[config.mk]
export PLATFORM = sky130hd
export DESIGN_NAME = mem_arbiter
export DESIGN_NICKNAME = d
export VERILOG_FILES = /design/src/rtl/mem_arbiter.sv
export SDC_FILE = /design/constraint.sdc
export NUM_CORES = 1
export LEC_CHECK = 0
export CAP_MARGIN = 10
export CORE_MARGIN = 3
export CORE_UTILIZATION = 32
export CTS_CLUSTER_SIZE = 24
export DETAILED_ROUTE_END_ITERATION = 6
export PLACE_DENSITY = 0.79
export SETUP_SLACK_MARGIN = 0.4
export SYNTH_ARGS = -nofsm -noshare
export SYNTH_HDL_FRONTEND = slang
export SYNTH_SLANG_ARGS = --single-unit
[constraint.sdc]
create_clock -name clk -period 2.05 [get_ports clk]
set_clock_uncertainty 0.05 [all_clocks]
set_input_delay 0.3075 -clock clk [delete_from_list [all_inputs] [get_ports clk]]
set_output_delay 0.3075 -clock clk [all_outputs]
set_load 0.03 [all_outputs]
[src/rtl/mem_arbiter.sv]
// Arbiter for the shared single-port program/data RAM: the CPU core normally owns it,
// while a starvation counter guarantees the DMA/loader port bounded-latency bursts.
module mem_arbiter #(
  parameter int ADDR_W    = 8,
  parameter int DATA_W    = 8,
  parameter int MAX_WAIT  = 4,
  parameter int BURST_MAX = 4
) (
  input  logic              clk,
  input  logic              reset,
  input  logic              cpu_req,
  input  logic              cpu_we,
  input  logic [ADDR_W-1:0] cpu_addr,
  input  logic [DATA_W-1:0] cpu_wdata,
  output logic              cpu_stall,
  output logic              cpu_rvalid,
  input  logic              dma_req,
  input  logic              dma_we,
  input  logic              dma_last,
  input  logic [ADDR_W-1:0] dma_addr,
  input  logic [DATA_W-1:0] dma_wdata,
  output logic              dma_gnt,
  output logic              dma_rvalid,
  output logic [DATA_W-1:0] rdata,
  output logic              ram_we,
  output logic [ADDR_W-1:0] ram_addr,
  output logic [DATA_W-1:0] ram_wdata,
  input  logic [DATA_W-1:0] ram_rdata
);

  localparam logic [1:0] OWN_NONE = 2'd0;
  localparam logic [1:0] OWN_CPU  = 2'd1;
  localparam logic [1:0] OWN_DMA  = 2'd2;

  localparam int WAIT_W = $clog2(MAX_WAIT + 1);
  localparam int BEAT_W = $clog2(BURST_MAX + 1);
  localparam logic [WAIT_W-1:0] WAIT_TOP  = WAIT_W'(MAX_WAIT);
  localparam logic [WAIT_W-1:0] WAIT_ONE  = WAIT_W'(1);
  localparam logic [BEAT_W-1:0] BEAT_LAST = BEAT_W'(BURST_MAX - 1);
  localparam logic [BEAT_W-1:0] BEAT_ONE  = BEAT_W'(1);

  logic [1:0]        owner;
  logic [1:0]        next_owner;
  logic [WAIT_W-1:0] wait_cnt;
  logic [BEAT_W-1:0] beat_cnt;
  logic              cpu_beat;
  logic              dma_beat;
  logic              starve;
  logic              dma_release;

  assign cpu_beat    = (owner == OWN_CPU) && cpu_req;
  assign dma_beat    = (owner == OWN_DMA) && dma_req;
  assign starve      = dma_req && (wait_cnt == WAIT_TOP);
  assign dma_release = !dma_req || (dma_beat && dma_last) || (dma_beat && (beat_cnt == BEAT_LAST));

  assign cpu_stall = cpu_req && (owner != OWN_CPU);
  assign dma_gnt   = (owner == OWN_DMA);
  assign rdata     = ram_rdata;

  // Next-owner decision; a releasing DMA can only hand over to the CPU or to idle.
  always_comb begin
    next_owner = OWN_NONE;
    case (owner)
      OWN_NONE, OWN_CPU: begin
        if (starve) begin
          next_owner = OWN_DMA;
        end else if (cpu_req) begin
          next_owner = OWN_CPU;
        end else if (dma_req) begin
          next_owner = OWN_DMA;
        end else begin
          next_owner = OWN_NONE;
        end
      end
      OWN_DMA: begin
        if (!dma_release) begin
          next_owner = OWN_DMA;
        end else if (cpu_req) begin
          next_owner = OWN_CPU;
        end else begin
          next_owner = OWN_NONE;
        end
      end
      default: next_owner = OWN_NONE;
    endcase
  end

  // RAM port steering from the current owner; idle drives all zeros.
  always_comb begin
    ram_we    = 1'b0;
    ram_addr  = '0;
    ram_wdata = '0;
    case (owner)
      OWN_CPU: begin
        ram_we    = cpu_beat && cpu_we;
        ram_addr  = cpu_addr;
        ram_wdata = cpu_wdata;
      end
      OWN_DMA: begin
        ram_we    = dma_beat && dma_we;
        ram_addr  = dma_addr;
        ram_wdata = dma_wdata;
      end
      default: begin
        ram_we    = 1'b0;
        ram_addr  = '0;
        ram_wdata = '0;
      end
    endcase
  end

  // Ownership and one-cycle read-return flags.
  always_ff @(posedge clk) begin
    if (reset) begin
      owner      <= OWN_NONE;
      cpu_rvalid <= 1'b0;
      dma_rvalid <= 1'b0;
    end else begin
      owner      <= next_owner;
      cpu_rvalid <= cpu_beat && !cpu_we;
      dma_rvalid <= dma_beat && !dma_we;
    end
  end

  // Starvation counter: counts denied DMA cycles, saturating so starve stays asserted.
  always_ff @(posedge clk) begin
    if (reset) begin
      wait_cnt <= '0;
    end else if (!dma_req || (next_owner == OWN_DMA)) begin
      wait_cnt <= '0;
    end else if ((owner != OWN_DMA) && (wait_cnt != WAIT_TOP)) begin
      wait_cnt <= wait_cnt + WAIT_ONE;
    end else begin
      wait_cnt <= wait_cnt;
    end
  end

  // Burst beat counter, restarted on every ownership change.
  always_ff @(posedge clk) begin
    if (reset) begin
      beat_cnt <= '0;
    end else if (next_owner != owner) begin
      beat_cnt <= '0;
    end else if (dma_beat) begin
      beat_cnt <= beat_cnt + BEAT_ONE;
    end else begin
      beat_cnt <= beat_cnt;
    end
  end

endmodule
==> qor.yml <==
cp_data_required_time_ns: 2.17
worstMarginPinSlew_ns: 0.339
finish.utilization: 0.772
vias: 1074
grt_pass1_wl_mm: 5.00
clkLatencyLatePin_ns: 0.27
cts_made_buffers: 3
min_period_over_period: 0.913
synth-edff-count: 0
vias_per_cell: 5.26
synth_area_leaders: "dfxtp_1 (22%), a22oi_1 (13%), nor2b_1 (13%)"
yosysUniqueCellTypes: 28
netlist.area_leader.share: 0.223
ir_drop_mv: 0.319
report.final.slew_viol_count: 0
critical_path_class: "reg2reg"
drc_errors: 0
cts.sinks: 10
die_h_um: 58.9
synth_xor_area_frac: 0.0572
critPathMaxStageDelay_ns: 0.41
initial_core_util: 0.349
p_per_area_mw_per_mm2: 368
htreeDepth: 1
ff2ff_path_depth: 7
rows: 18
dieWidth_um: 58.9
worst_hold_path_type: "in2reg"
final_cell_count_no_fill: 204
dp_cells: 191
drt_first_pass_iters: 4
syn_to_final_growth_pct: 121
rsz0062_at_grt: "yes"
yosys.area_share.simple: 0.282
grt_pass1_vias: 1079
ios: 76
crit_fanout: 3
synthMuxAreaShare: 0.0112
antenna_found_initial: 0
synth-seq-cells: 10
grt.overflow.total: 0
synth_top_family_by_area: "simple AND/OR/NAND/NOR gates"
grt_max_degree: 17
core_sq_mm: 0.00257
dp_hpwl_mm: 2.33
yosys_warnings: 0
clk_pin_slew_ns: 0.06
crit_path_cell_trace: "ha_4 > ha_4 > or3b_4 > a2bb2oi_4 > nor3b_2 > xnor2_2 > nor4_1"
placed_area_sq_mm: 0.00159
period_needed_ns: 1.87
clockBufferDepth: 2
critPathLaunchType: "flip-flop"
async_flop_share: 0
critPathArrivalTime_ns: 2.00
io_buffers: 59
synth-compound-area-share: 0.195
die_area_sq_mm: 0.00347
syn_area_sq_um: 897
final.fill_count: 166
setup_violations: 0
place_congestion: 0.902
syn_inst: 110
grt_usage: 0.190
synth_largest_area_cell: "dfxtp_1"
synth_nets: 165
setup_ws_ns: 0.179
drv_cap: 0
synth_adder_area_share: 0.112
min_path_cells: 3
cpMostUsedCell: "ha_4"
dp_slack_ns: -0.0582
detail-route-antenna-nets: 0
slew_headroom: 0.774
nets: 231
num_antenna_cells: 0
wirelength_mm: 3.55
wl_per_cell_um: 17.4
synth_seq_area_share: 0.223
postSynthAreaPerCell_sq_um: 8.16
hold_viol: 0
final_area_sq_mm: 0.00198
crit_slowest_cell: "or3b_4"
p_leak_nw: 0.733
synth_ff_type: "dfxtp_1"
status: "finished clean"
cts_tree: "yes"
root_buffer: "clkbuf_4"
drive_above_1_share: 0.546
detailedRoute.firstIterationViolations: 32
tns_ns: 0
cp-end-kind: "flip-flop"
fmax_ghz: 0.534
-- worst max-delay path: cells and delay by family, from the launching register on --
| kind | cells | cell delay (ns) |
|---|---|---|
| AND/OR/NAND/NOR | 3 | 0.76 |
| adder cells (fa/ha/maj) | 2 | 0.30 |
| flip-flops | 1 | 0.34 |
| AO/OA/AOI/OAI | 1 | 0.17 |
| XOR/XNOR | 1 | 0.17 |
-- registers in the layout (all words and copies together) (netlist names) --
signal and cells:
beat_cnt 3, owner 2, wait_cnt 3, cpu_rvalid 1, dma_rvalid 1
-- routing by layer --
metal	global-route usage	wire length, um	vias up
met5	0	0	-
met4	0.110	62	0
met3	0.0307	287	4
met2	0.341	1840	49
met1	0.209	1360	516
li1	-	-	505
-- through the flow --
stage	hold slack [ns]	power [W]
after floorplan	0.334	0.000408
after global placement	0.492	0.000496
after detailed placement	0.482	0.000506
after CTS	0.494	0.000693
after global routing	0.519	0.000770
final	0.496	0.000730
-- cell usage after synthesis, drive strengths merged, types with 2 or more instances --
library cell,instances
buf,13
xor2,2
xnor2,3
a22oi,16
ha,8
nor2b,19
nand3,2
nor2,8
nor3,2
nor3b,3
nand2,4
a21oi,3
nor4,3
inv,6
dfxtp,10
-- cell usage in the layout (no fill, tap or decap), drive strengths merged, types with 2 or more instances in the layout --
master,instances
a21oi,3
a22oi,16
buf,34
clkbuf,4
clkdlybuf4s50,39
dfxtp,10
ha,8
inv,6
nand2,4
nand3,2
nor2,8
nor2b,19
nor3,2
nor3b,3
nor4,3
xnor2,3
xor2,2
-- cell families after synthesis --
logic type / after synthesis
simple gates: 43
compound gates: 23
buf+inv: 20
flops: 10
fa+ha+maj: 8
xor+xnor: 5
mux: 1
-- worst paths after layout --
path	startpoint	to	slack (ns)
worst max-delay path	beat_cnt[0]	beat_cnt[1]	0.18
worst min-delay path	dma_req	dma_rvalid	0.50
worst max register to register	beat_cnt[0]	beat_cnt[1]	0.18
worst min register to register	beat_cnt[1]	beat_cnt[1]	0.54
-- where the power goes --
| part | switching [W] | internal [W] |
|---|---|---|
| registers | 0.00000730 | 0.000199 |
| logic | 0.000164 | 0.000221 |
| clock network | 0.0000699 | 0.0000681 |
| total | 0.000241 | 0.000489 |
-- cell type report --
cell class,instances,area (sq um),share of cell area
Multi-Input combinational cell,80,898,0.453
Tap cell,30,37.5,0.0189
Clock buffer,3,22.5,0.0114
Timing Repair Buffer,75,783,0.395
Sequential cell,10,210,0.106
Inverter,6,30.0,0.0152
-- repair_timing --
action                                  CTS  global route
gates resized for setup                  45            23
setup buffers                             7             2
cloned                                    0             1
endpoints found under the setup margin   26            25
pin swaps                                19            16
hold buffers                              0             0
No activity file was read; power rests on OpenSTA's default activity.
